==> config.mk <==
export PLATFORM = sky130hd
export DESIGN_NAME = vram_arbiter_flat
export DESIGN_NICKNAME = d
export VERILOG_FILES = /design/src/rtl/vram_arbiter_if.sv /design/src/rtl/vram_arbiter.sv /design/src/flat_wrapper.sv
export SDC_FILE = /design/constraint.sdc
export NUM_CORES = 1
export LEC_CHECK = 0
export ABC_AREA = 1
export BUFFER_PORTS_ARGS = -buffer_cell sky130_fd_sc_hd__buf_2
export CAP_MARGIN = 20
export CORE_ASPECT_RATIO = 0.7
export CORE_MARGIN = 2
export CORE_UTILIZATION = 58
export DETAILED_ROUTE_END_ITERATION = 10
export PLACE_DENSITY = 0.85
export SYNTH_ARGS = -nofsm -noshare
export SYNTH_HDL_FRONTEND = slang
export SYNTH_SLANG_ARGS = --single-unit
==> constraint.sdc <==
create_clock -name Clk -period 3.97 [get_ports Clk]
set_input_delay 0.794 -clock Clk [delete_from_list [all_inputs] [get_ports Clk]]
set_output_delay 0.794 -clock Clk [all_outputs]
set_load 0.005 [all_outputs]
==> src/rtl/vram_arbiter_if.sv <==
// Bus bundle for vram_arbiter: VGA timing inputs, CPU handshake, VRAM port and pixel status.
// slave = arbiter view, master = environment (CPU, RAM, VGA timing) view.
interface vram_arbiter_if #(
    parameter int ADDR_W = 15
);
    logic [9:0]        X;
    logic [9:0]        Y;
    logic              PIX_STROBE;
    logic              BLANK_N;
    logic              CPU_REQ;
    logic              CPU_WE;
    logic [ADDR_W-1:0] CPU_ADDR;
    logic [15:0]       CPU_WDATA;
    logic              CPU_ACK;
    logic [15:0]       CPU_RDATA;
    logic [ADDR_W-1:0] MEM_ADDR;
    logic              MEM_WE;
    logic [15:0]       MEM_WDATA;
    logic [15:0]       MEM_RDATA;
    logic              PIX_OUT;
    logic              UNDERFLOW;

    modport slave (
        input  X, Y, PIX_STROBE, BLANK_N,
        input  CPU_REQ, CPU_WE, CPU_ADDR, CPU_WDATA,
        output CPU_ACK, CPU_RDATA,
        output MEM_ADDR, MEM_WE, MEM_WDATA,
        input  MEM_RDATA,
        output PIX_OUT, UNDERFLOW
    );

    modport master (
        output X, Y, PIX_STROBE, BLANK_N,
        output CPU_REQ, CPU_WE, CPU_ADDR, CPU_WDATA,
        input  CPU_ACK, CPU_RDATA,
        input  MEM_ADDR, MEM_WE, MEM_WDATA,
        output MEM_RDATA,
        input  PIX_OUT, UNDERFLOW
    );
endinterface

==> src/rtl/vram_arbiter.sv <==
// Single-port VRAM arbiter: 1bpp video prefetch into a 2-entry FIFO, CPU gets the spare slots.
// Define VRAM_UNDERFLOW_CNT_EN to add the saturating UNDERFLOW_CNT output.
//
// CPU FSM states:
//   state  | meaning
//   C_IDLE | no access; a request is granted at once if video does not need the slot
//   C_WAIT | request pending, video took the slot
//   C_RD   | read issued, waiting for the CPU tag to leave the return pipe
//   C_ACK  | access complete; CPU_ACK pulses on the next cycle
//   C_HOLD | waiting for CPU_REQ to drop
module vram_arbiter #(
    parameter int ADDR_W   = 15,
    parameter int FB_WORDS = 19200,
    parameter int V_ACTIVE = 480,
    parameter int V_TOTAL  = 525,
    parameter int RD_LAT   = 2
) (
    input  logic          Clk,
    input  logic          Reset_N,
    vram_arbiter_if.slave bus
`ifdef VRAM_UNDERFLOW_CNT_EN
    ,
    output logic [15:0]   UNDERFLOW_CNT
`endif
);

    typedef enum logic [2:0] {C_IDLE, C_WAIT, C_RD, C_ACK, C_HOLD} cpu_state_t;

    localparam logic [1:0] TAG_NONE = 2'd0;
    localparam logic [1:0] TAG_VID  = 2'd1;
    localparam logic [1:0] TAG_CPU  = 2'd2;

    cpu_state_t              cst_q, cst_d;
    logic [ADDR_W:0]         vid_addr_q, vid_addr_d;
    logic [1:0][15:0]        fifo_q, fifo_d;
    logic [1:0]              cnt_q, cnt_d;
    logic [RD_LAT:0][1:0]    tag_q, tag_d;
    logic [ADDR_W-1:0]       mem_addr_q, mem_addr_d;
    logic                    mem_we_q, mem_we_d;
    logic [15:0]             mem_wdata_q, mem_wdata_d;
    logic [15:0]             rdata_q, rdata_d;
    logic                    ack_q, ack_d;
    logic                    underflow_q, underflow_d;

    logic                    fetch_en;
    logic [2:0]              vid_inflight;
    logic [2:0]              occupancy;
    logic                    vid_issue;
    logic                    cpu_pending;
    logic                    cpu_grant;
    logic [1:0]              new_tag;
    logic [1:0]              ret_tag;
    logic                    push;
    logic                    pop_req;
    logic                    pop;
    logic                    underflow_evt;
    logic [3:0]              bit_idx;

    // Line V_TOTAL-1 is the prefill line: fetching restarts there so line 0 starts with a full FIFO.
    assign fetch_en = !((bus.Y >= 10'(V_ACTIVE)) && (bus.Y != 10'(V_TOTAL - 1)));

    always_comb begin
        vid_inflight = '0;
        for (int i = 0; i <= RD_LAT; i++) begin
            if (tag_q[i] == TAG_VID) vid_inflight = vid_inflight + 3'd1;
        end
    end

    assign occupancy   = 3'(cnt_q) + vid_inflight;
    assign vid_issue   = fetch_en && (occupancy < 3'd2) && (vid_addr_q < (ADDR_W + 1)'(FB_WORDS));
    assign cpu_pending = ((cst_q == C_IDLE) && bus.CPU_REQ) || (cst_q == C_WAIT);
    assign cpu_grant   = cpu_pending && !vid_issue;
    assign ret_tag     = tag_q[RD_LAT];

    always_comb begin
        mem_addr_d  = mem_addr_q;
        mem_we_d    = 1'b0;
        mem_wdata_d = mem_wdata_q;
        new_tag     = TAG_NONE;
        if (vid_issue) begin
            mem_addr_d = vid_addr_q[ADDR_W-1:0];
            new_tag    = TAG_VID;
        end else if (cpu_grant) begin
            mem_addr_d  = bus.CPU_ADDR;
            mem_we_d    = bus.CPU_WE;
            mem_wdata_d = bus.CPU_WDATA;
            new_tag     = bus.CPU_WE ? TAG_NONE : TAG_CPU;
        end
    end

    // Video tags already in flight are dropped when fetching stops, so their data is never pushed.
    always_comb begin
        tag_d[0] = new_tag;
        for (int i = 1; i <= RD_LAT; i++) tag_d[i] = tag_q[i-1];
        for (int i = 0; i <= RD_LAT; i++) begin
            if (!fetch_en && (tag_d[i] == TAG_VID)) tag_d[i] = TAG_NONE;
        end
    end

    always_comb begin
        vid_addr_d = vid_addr_q;
        if (!fetch_en)      vid_addr_d = '0;
        else if (vid_issue) vid_addr_d = vid_addr_q + 1'b1;
    end

    assign push          = (ret_tag == TAG_VID) && fetch_en;
    assign pop_req       = bus.PIX_STROBE && bus.BLANK_N && (bus.X[3:0] == 4'hF);
    assign pop           = pop_req && (cnt_q != 2'd0);
    assign underflow_evt = pop_req && (cnt_q == 2'd0);
    assign underflow_d   = underflow_q | underflow_evt;

    always_comb begin
        fifo_d = fifo_q;
        cnt_d  = cnt_q;
        if (pop) begin
            fifo_d[0] = fifo_q[1];
            cnt_d     = cnt_q - 2'd1;
        end
        if (push) begin
            if (cnt_d == 2'd0) fifo_d[0] = bus.MEM_RDATA;
            else               fifo_d[1] = bus.MEM_RDATA;
            cnt_d = cnt_d + 2'd1;
        end
        if (!fetch_en) cnt_d = 2'd0;
    end

    always_comb begin
        cst_d   = cst_q;
        rdata_d = rdata_q;
        ack_d   = (cst_q == C_ACK);
        case (cst_q)
            C_IDLE, C_WAIT: begin
                if (cpu_grant)        cst_d = bus.CPU_WE ? C_ACK : C_RD;
                else if (cpu_pending) cst_d = C_WAIT;
            end
            C_RD: begin
                if (ret_tag == TAG_CPU) begin
                    rdata_d = bus.MEM_RDATA;
                    cst_d   = C_ACK;
                end
            end
            C_ACK:   cst_d = C_HOLD;
            C_HOLD:  if (!bus.CPU_REQ) cst_d = C_IDLE;
            default: cst_d = C_IDLE;
        endcase
    end

    always_ff @(posedge Clk or negedge Reset_N) begin
        if (!Reset_N) begin
            cst_q       <= C_IDLE;
            vid_addr_q  <= '0;
            fifo_q      <= '0;
            cnt_q       <= '0;
            tag_q       <= '0;
            mem_addr_q  <= '0;
            mem_we_q    <= 1'b0;
            mem_wdata_q <= '0;
            rdata_q     <= '0;
            ack_q       <= 1'b0;
            underflow_q <= 1'b0;
        end else begin
            cst_q       <= cst_d;
            vid_addr_q  <= vid_addr_d;
            fifo_q      <= fifo_d;
            cnt_q       <= cnt_d;
            tag_q       <= tag_d;
            mem_addr_q  <= mem_addr_d;
            mem_we_q    <= mem_we_d;
            mem_wdata_q <= mem_wdata_d;
            rdata_q     <= rdata_d;
            ack_q       <= ack_d;
            underflow_q <= underflow_d;
        end
    end

`ifdef VRAM_UNDERFLOW_CNT_EN
    logic [15:0] ucnt_q, ucnt_d;

    always_comb begin
        ucnt_d = ucnt_q;
        if (underflow_evt && (ucnt_q != 16'hFFFF)) ucnt_d = ucnt_q + 16'd1;
    end

    always_ff @(posedge Clk or negedge Reset_N) begin
        if (!Reset_N) ucnt_q <= '0;
        else          ucnt_q <= ucnt_d;
    end

    assign UNDERFLOW_CNT = ucnt_q;
`endif

    // Leftmost pixel is the word MSB, so bit index is 15 - X[3:0].
    assign bit_idx       = ~bus.X[3:0];
    assign bus.PIX_OUT   = bus.BLANK_N && (cnt_q != 2'd0) && fifo_q[0][bit_idx];
    assign bus.MEM_ADDR  = mem_addr_q;
    assign bus.MEM_WE    = mem_we_q;
    assign bus.MEM_WDATA = mem_wdata_q;
    assign bus.CPU_RDATA = rdata_q;
    assign bus.CPU_ACK   = ack_q;
    assign bus.UNDERFLOW = underflow_q;

endmodule

==> src/flat_wrapper.sv <==
// flat-port wrapper written by rule: the top's interface ports become plain ports
module vram_arbiter_flat 
#(
    parameter int ADDR_W   = 15,
    parameter int FB_WORDS = 19200,
    parameter int V_ACTIVE = 480,
    parameter int V_TOTAL  = 525,
    parameter int RD_LAT   = 2
)
  (Clk, Reset_N, bus_X, bus_Y, bus_PIX_STROBE, bus_BLANK_N, bus_CPU_REQ, bus_CPU_WE, bus_CPU_ADDR, bus_CPU_WDATA, bus_CPU_ACK, bus_CPU_RDATA, bus_MEM_ADDR, bus_MEM_WE, bus_MEM_WDATA, bus_MEM_RDATA, bus_PIX_OUT, bus_UNDERFLOW);
  vram_arbiter_if #(.ADDR_W(ADDR_W)) bus_i ();
  input  logic Clk;
  input  logic Reset_N;
  input wire logic [$bits(bus_i.X)-1:0] bus_X;
  input wire logic [$bits(bus_i.Y)-1:0] bus_Y;
  input wire logic [$bits(bus_i.PIX_STROBE)-1:0] bus_PIX_STROBE;
  input wire logic [$bits(bus_i.BLANK_N)-1:0] bus_BLANK_N;
  input wire logic [$bits(bus_i.CPU_REQ)-1:0] bus_CPU_REQ;
  input wire logic [$bits(bus_i.CPU_WE)-1:0] bus_CPU_WE;
  input wire logic [$bits(bus_i.CPU_ADDR)-1:0] bus_CPU_ADDR;
  input wire logic [$bits(bus_i.CPU_WDATA)-1:0] bus_CPU_WDATA;
  output wire logic [$bits(bus_i.CPU_ACK)-1:0] bus_CPU_ACK;
  output wire logic [$bits(bus_i.CPU_RDATA)-1:0] bus_CPU_RDATA;
  output wire logic [$bits(bus_i.MEM_ADDR)-1:0] bus_MEM_ADDR;
  output wire logic [$bits(bus_i.MEM_WE)-1:0] bus_MEM_WE;
  output wire logic [$bits(bus_i.MEM_WDATA)-1:0] bus_MEM_WDATA;
  input wire logic [$bits(bus_i.MEM_RDATA)-1:0] bus_MEM_RDATA;
  output wire logic [$bits(bus_i.PIX_OUT)-1:0] bus_PIX_OUT;
  output wire logic [$bits(bus_i.UNDERFLOW)-1:0] bus_UNDERFLOW;
  assign bus_i.X = bus_X;
  assign bus_i.Y = bus_Y;
  assign bus_i.PIX_STROBE = bus_PIX_STROBE;
  assign bus_i.BLANK_N = bus_BLANK_N;
  assign bus_i.CPU_REQ = bus_CPU_REQ;
  assign bus_i.CPU_WE = bus_CPU_WE;
  assign bus_i.CPU_ADDR = bus_CPU_ADDR;
  assign bus_i.CPU_WDATA = bus_CPU_WDATA;
  assign bus_CPU_ACK = bus_i.CPU_ACK;
  assign bus_CPU_RDATA = bus_i.CPU_RDATA;
  assign bus_MEM_ADDR = bus_i.MEM_ADDR;
  assign bus_MEM_WE = bus_i.MEM_WE;
  assign bus_MEM_WDATA = bus_i.MEM_WDATA;
  assign bus_i.MEM_RDATA = bus_MEM_RDATA;
  assign bus_PIX_OUT = bus_i.PIX_OUT;
  assign bus_UNDERFLOW = bus_i.UNDERFLOW;
  vram_arbiter #(.ADDR_W(ADDR_W), .FB_WORDS(FB_WORDS), .V_ACTIVE(V_ACTIVE), .V_TOTAL(V_TOTAL), .RD_LAT(RD_LAT)) u_core (.Clk(Clk), .Reset_N(Reset_N), .bus(bus_i));
endmodule
## Word level (Yosys, flattened, before mapping)

Index checks and enable logic that the tools add are counted.
W data, S select, Z words.

| word-level totals | value |
|---|---|
| flip-flop bits (word level) | 109 |
| bits in latches | 0 |
| memory bits (writable) | 0 |
| bits in read-only memories | 0 |
| input bits | 73 |
| output and inout port bits | 51 |
| word-level logic and storage cells | 100 |
| memories kept | 0 |

| cells by class | value |
|---|---|
| add/sub/neg operators | 6 |
| multipliers | 0 |
| div/mod/pow operators | 0 |
| $lt $le $gt $ge | 4 |
| equal/unequal tests | 14 |
| shifts and indexed selects | 0 |
| muxes and demuxes | 29 |
| bitwise operators | 4 |
| reductions and logical operators | 29 |

Operator list:

| operator | count |
|---|---|
| $mux W16 | 5 |
| $mux W15 | 2 |
| $mux W2 | 9 |
| $mux W3 | 6 |
| $add A16 B1 Y16 const B | 1 |
| $lt A16 B15 Y1 const B | 1 |
| $logic_and A1 B1 Y1 | 15 |
| $pmux W3 S4 | 1 |
| $ge A10 B9 Y1 const B | 1 |
| $ne A10 B10 Y1 const B | 1 |
| $eq A2 B1 Y1 const B | 4 |
| $eq A3 B2 Y1 const B | 2 |
| $reduce_and A2 Y1 | 3 |
| $reduce_bool A2 Y1 | 3 |
| $lt A4 B5 Y1 const B | 1 |
| $mux W1 | 5 |
| $bmux W1 S4 | 1 |
| $eq A4 B4 Y1 const B | 1 |
| $logic_not A2 Y1 | 2 |
| $not A4 Y4 | 1 |
| $add A2 B3 Y3 | 1 |
| $add A3 B1 Y3 const B | 1 |
| $eq A3 B1 Y1 const B | 1 |
| $eq A3 B3 Y1 const B | 1 |
| 15 further kinds | 17 |

## Depth between registers and ports, before layout

| logic depth | value |
|---|---|
| depth in word-level cells | 17 |
| gate-level depth with buffers | 17 |
| depth with buffers taken out | 16 |

## Worst setup path before layout

Ideal clock, no wire load.

| path | value |
|---|---|
| path type | flip-flop to flip-flop |
| from | reg u_core.tag_q[1] (netlist bit) |
| to | reg u_core.mem_addr_q[10] (netlist: u_core.bus.MEM_ADDR[10]) |
| setup time | 121 ps |
| arrival | 2,493 ps |
| data required time | 3,849 ps |
| setup slack | 1,356 ps |
| cell stages (with the launch flop) | 16 |
| buffers on the path | 2 |
| period minus slack after synthesis | 2,614 ps |
| cell sequence | dfrtp_1 nor2_1 ha_1 inv_1 o21ai_0 a21oi_1 fa_1 or2_1 a21oi_4 nand3_2 inv_2 buf_8 nor2_8 buf_12 nand2_2 nand3_2 |

| between the ends | value |
|---|---|
| word-level cells in the longest chain between the ends | 13 |
| elaborated cells between the ends (all ways) | 14 |
| those cells by class | add/sub (3); order compare (1); eq/ne (1); mux (4); reduce/logical (5) |

RTL lines:

| element | RTL line | source |
|---|---|---|
| from (decl) | vram_arbiter.sv:37 | `logic [RD_LAT:0][1:0] tag_q, tag_d;` |
| from (signal assigned) | vram_arbiter.sv:166 | `tag_q <= tag_d;` |
| $eq A2 B1 Y1 * | vram_arbiter.sv:65 | `if (tag_q[i] == TAG_VID) vid_inflight = vid_inflight + 3'd1;` |
| $mux W1 * | vram_arbiter.sv:65 |  |
| $add A1 B1 Y2 | vram_arbiter.sv:65 |  |
| $mux W3 * | vram_arbiter.sv:65 |  |
| $add A3 B1 Y3 | vram_arbiter.sv:65 |  |
| $mux W3 * | vram_arbiter.sv:65 |  |
| $add A2 B3 Y3 * | vram_arbiter.sv:69 | `assign occupancy = 3'(cnt_q) + vid_inflight;` |
| $lt A3 B2 Y1 * | vram_arbiter.sv:70 | `assign vid_issue = fetch_en && (occupancy < 3'd2) && (vid_addr_q < (ADDR_W + 1)'(FB_WORDS));` |
| $logic_and A1 B1 Y1 * (2 in a row) | vram_arbiter.sv:70 |  |
| $logic_not A1 Y1 | vram_arbiter.sv:72 | `assign cpu_grant = cpu_pending && !vid_issue;` |
| $logic_and A1 B1 Y1 | vram_arbiter.sv:72 |  |
| $reduce_bool A2 Y1 (no source line) | -- |  |
| to (signal assigned) | vram_arbiter.sv:167 | `mem_addr_q <= mem_addr_d;` |
| to (decl) | vram_arbiter.sv:38 | `logic [ADDR_W-1:0] mem_addr_q, mem_addr_d;` |

Every way passes the cells marked *; elsewhere a longest branch is shown, timed or not.
A chain may end at the register's enable or synchronous reset.

## Worst setup path in the final report

| path | value |
|---|---|
| from | reg u_core.tag_q[1] (netlist bit) |
| to | reg u_core.mem_wdata_q[6] (netlist: u_core.bus.MEM_WDATA[6]) |

| between the ends | value |
|---|---|
| word-level cells in the longest chain between the ends | 13 |
| elaborated cells between the ends (all ways) | 14 |
| those cells by class | add/sub (3); order compare (1); eq/ne (1); mux (3); bitwise (1); reduce/logical (5) |

RTL lines:

| element | RTL line | source |
|---|---|---|
| $eq A2 B1 Y1 * | vram_arbiter.sv:65 |  |
| $mux W1 * | vram_arbiter.sv:65 |  |
| $add A1 B1 Y2 | vram_arbiter.sv:65 |  |
| $mux W3 * | vram_arbiter.sv:65 |  |
| $add A3 B1 Y3 | vram_arbiter.sv:65 |  |
| $mux W3 * | vram_arbiter.sv:65 |  |
| $add A2 B3 Y3 * | vram_arbiter.sv:69 |  |
| $lt A3 B2 Y1 * | vram_arbiter.sv:70 |  |
| $logic_and A1 B1 Y1 * (2 in a row) | vram_arbiter.sv:70 |  |
| $logic_not A1 Y1 | vram_arbiter.sv:72 |  |
| $logic_and A1 B1 Y1 | vram_arbiter.sv:72 |  |
| $reduce_and A2 Y1 (no source line) * | -- |  |
| to (signal assigned) | vram_arbiter.sv:169 | `mem_wdata_q <= mem_wdata_d;` |
| to (decl) | vram_arbiter.sv:40 | `logic [15:0] mem_wdata_q, mem_wdata_d;` |

Marks and branches as above.

==> metrics <==
status=finished clean; post-synthesis sequential area ratio=0.525; met3 wire length=1040 um; post-cts resize count=0; syn avg cell area=8.46 um^2; chip height=83.2 um; Yosys top cell area share=0.525; Max-cap violations=0; EDFF count, synth=0; global-route wire length before repair=about 20000 um; sequential share of power=0.457; Finished Layout Cells=845; wl on met1=5620 um; GP Congestion=between 0.9 and 1; met2 wire len=5110 um; Setup CP Type=reg2reg; Synth Cell Area=5200 um^2; Cell Chain, Critical Path=nor2_1 -> ha_1 -> inv_1 -> o21ai_0 -> a21oi_1 -> fa_1 -> or2_1 -> a21oi_4 -> nand3_2 -> inv_2 -> nor2_4 -> inv_4 -> nand2_1 -> nand2_1; TNS Setup=0 ns; CP Launch Type=flip-flop; CP Buf/Inv Count=3; power share of the clock group=0.225; CTS Hold Buffers Added=0; pin count of the biggest net entering global routing=66; final wirelength=around 12000 um; Synth top cells by count=174 x nand2_1, 109 x dfrtp_1, 75 x inv_1; mux contribution to synthesized area=0; worst hold slack=0.407 ns; final setup fails=0; FF+latch count, synth=109; switching power=0.00140 W; WL/cell=14.1 um; Post-Synth Simple-Gate Area=0.243; count of cell types in the netlist=40; most common cell in the netlist=nand2_1; Post-synth top flop=dfrtp_1; crit path DAT=about 3.6 ns; Ports=about 120; RSZ-0062 raised after global routing=false; Via-to-Cell Ratio=5.28; final clock skew=around 0.0059 ns; crit-path leading delay family=simple AND/OR/NAND/NOR gates; Crit. End Element=flip-flop; Inst Count DP=830; combinational fraction of design power=0.318; internal power=0.00255 W; Synth area leader=dfrtp_1; Worst setup endpoint=u_core.bus.MEM_WDATA[6]; Slew HR=0.386; Adder-Cell Fraction of Synth Area=0.0159; Tcrit/Tclk final=0.825; initial antenna violation count=0; CP Depth=14; XOR/XNOR Fraction of Synth Area=0.0135; die area=around 9700 um^2; total CTS buffers=9; Root Buffer=clkbuf_16; Die X=117 um; share of cells above drive strength 1=0.233; number of clock sinks=109; PD cells=~650 nW/um^2; Area contributors post-synth=dfrtp_1 52%, nand2_1 13%, o21ai_0 6.8%, inv_1 5.4%, nand3_1 2.7%; Crit path required time=about 4.3 ns; fin. max-slew vios=0; post-synth net total=about 690; most used cell, CP=nand2_1; IO Port Bufs=117; highest routed layer=met4; CTS H-Tree Depth=3; gr usage total=0.264; FILL cells=667; NumNets Final=800; ANT nets after route=0; n_diodes=0; CTS tree=yes; Reg2Reg Setup Slack=0.69 ns; Initial Util=0.605; f_max=a little over 300 MHz; total number of vias=about 4500; Cells after Synth=614; Area Overhead vs Synth=17.4%; gr ovfl total=0; reg2reg end=u_core.bus.MEM_WDATA[6]; final hold violation count=0; Final min period=3.28 ns; Synth Area in Compound Gates=0.116; Worst Tran Pin Value=around 0.92 ns; setup fix buffers added after clock tree synthesis=0; dpl hpwl=8620 um; Worst Path Max Fanout=32; DRC viols=0; worst skew pair latency=0.35 ns; main combinational cell family by area after synthesis=simple AND/OR/NAND/NOR gates; Worst-path clk slew=~0.070 ns; IR drop worst, VDD=0.451 mV; Max stage delay cell, worst path=fa_1; number of global-route vias before repair=~4300; Core ar.=between 8000 and 9000 um^2; worst setup path start=u_core.tag_q[1]; worst hold path type=reg2reg; Ys Warns=0; Register-to-Register Path Depth=14; Synth async-reset ratio=1.00; slowest cell delay on critical path=~0.42 ns; drt first pass iters=4; RR Startpoint=u_core.tag_q[1]; row count=28; switching share of power=0.354; drt initial violations=367; clock tree buffer depth=2; Lkg Pwr=between 3 and 4 nW
==> layout by cell type, fill, tap and decap left out, types with 4 or more instances in the layout <==
cell	n
nand2_1	174
buf_2	116
dfrtp_1	109
inv_1	75
o21ai_0	71
nand3_1	28
nor2_1	27
o211ai_1	15
nand2_2	13
nor3_1	11
a21oi_1	9
nand4_1	9
clkbuf_16	9
nand3_2	8
xor2_1	6
ha_1	5
inv_2	4
buf_4	4
==> worst min-delay path by stage <==
stage | startpoint | end | slack (ns) | depth (start not counted)
global placement | u_core.tag_q[1] | u_core.tag_q[3] | 0.38 | 0
floorplan | u_core.tag_q[3] | u_core.ret_tag[1] | 0.45 | 1
CTS | u_core.tag_q[3] | u_core.ret_tag[1] | 0.41 | 0
finish | u_core.tag_q[3] | u_core.ret_tag[1] | 0.41 | 0
global route | u_core.tag_q[1] | u_core.tag_q[3] | 0.43 | 0
detailed placement | u_core.tag_q[3] | u_core.ret_tag[1] | 0.39 | 0
==> worst register-to-register path, delay by kind of cell (launching register included) <==
| kind | cells | cell delay [ns] |
|---|---|---|
| simple gates | 6 | 0.96 |
| fa+ha+maj | 2 | 0.70 |
| buf+inv | 3 | 0.69 |
| compound gates | 3 | 0.45 |
| flops | 1 | 0.40 |
==> cell type report <==
cell class	count	area, um^2	share of cell area
well taps	120	150	0.0246
clock buffers	11	233	0.0382
repair buffers	120	611	0.100
clock inverters	4	57.6	0.00944
multi-input cells	401	2020	0.331
flip-flops and latches	109	2730	0.447
inverters	80	303	0.0496
==> power by group through the flow <==
| stage | sequential, W | combinational (W) | clock, W |
|---|---|---|---|
| after floorplan | 0.00179 | 0.000806 | 0 |
| after global placement | 0.00178 | 0.00119 | 0 |
| after detailed placement | 0.00181 | 0.00126 | 0 |
| after CTS | 0.00180 | 0.00127 | 0.000907 |
| after global routing | 0.00186 | 0.00146 | 0.000960 |
| final | 0.00181 | 0.00126 | 0.000891 |
==> cell families after synthesis <==
family / after synthesis
simple gates: 280
compound gates: 107
buf+inv: 104
flops: 109
xor+xnor: 8
fa+ha+maj: 6
==> state kept, by name (all words and copies together) (netlist names), 2 cells and up <==
signal and count:
u_core.bus.MEM_ADDR 15, u_core.bus.CPU_RDATA 16, u_core.bus.MEM_WDATA 16, u_core.cnt_q 2, u_core.tag_q 4, u_core.cst_q 3
u_core.ret_tag 2, u_core.vid_addr_q 16, u_core.fifo_q 32
==> metrics by stage <==
step / total power [W] / worst slack, ns / util / cell area, um^2
finish: 0.00396 / 0.695 / 0.711 / 6100
floorplan: 0.00260 / 1.36 / - / 5200
global route: 0.00427 / 0.380 / 0.711 / 6100
global placement: 0.00297 / 0.841 / 0.677 / 5810
CTS: 0.00398 / 0.701 / 0.711 / 6100
detailed placement: 0.00307 / 0.729 / 0.677 / 5810
==> metal layers <==
layer,vias to the layer above,global-route usage
met2,188,0.385
met5,-,0
li1,2171,-
met4,0,0.0642
met3,20,0.0759
met1,2081,0.392
(Power assumes the default switching activity.)
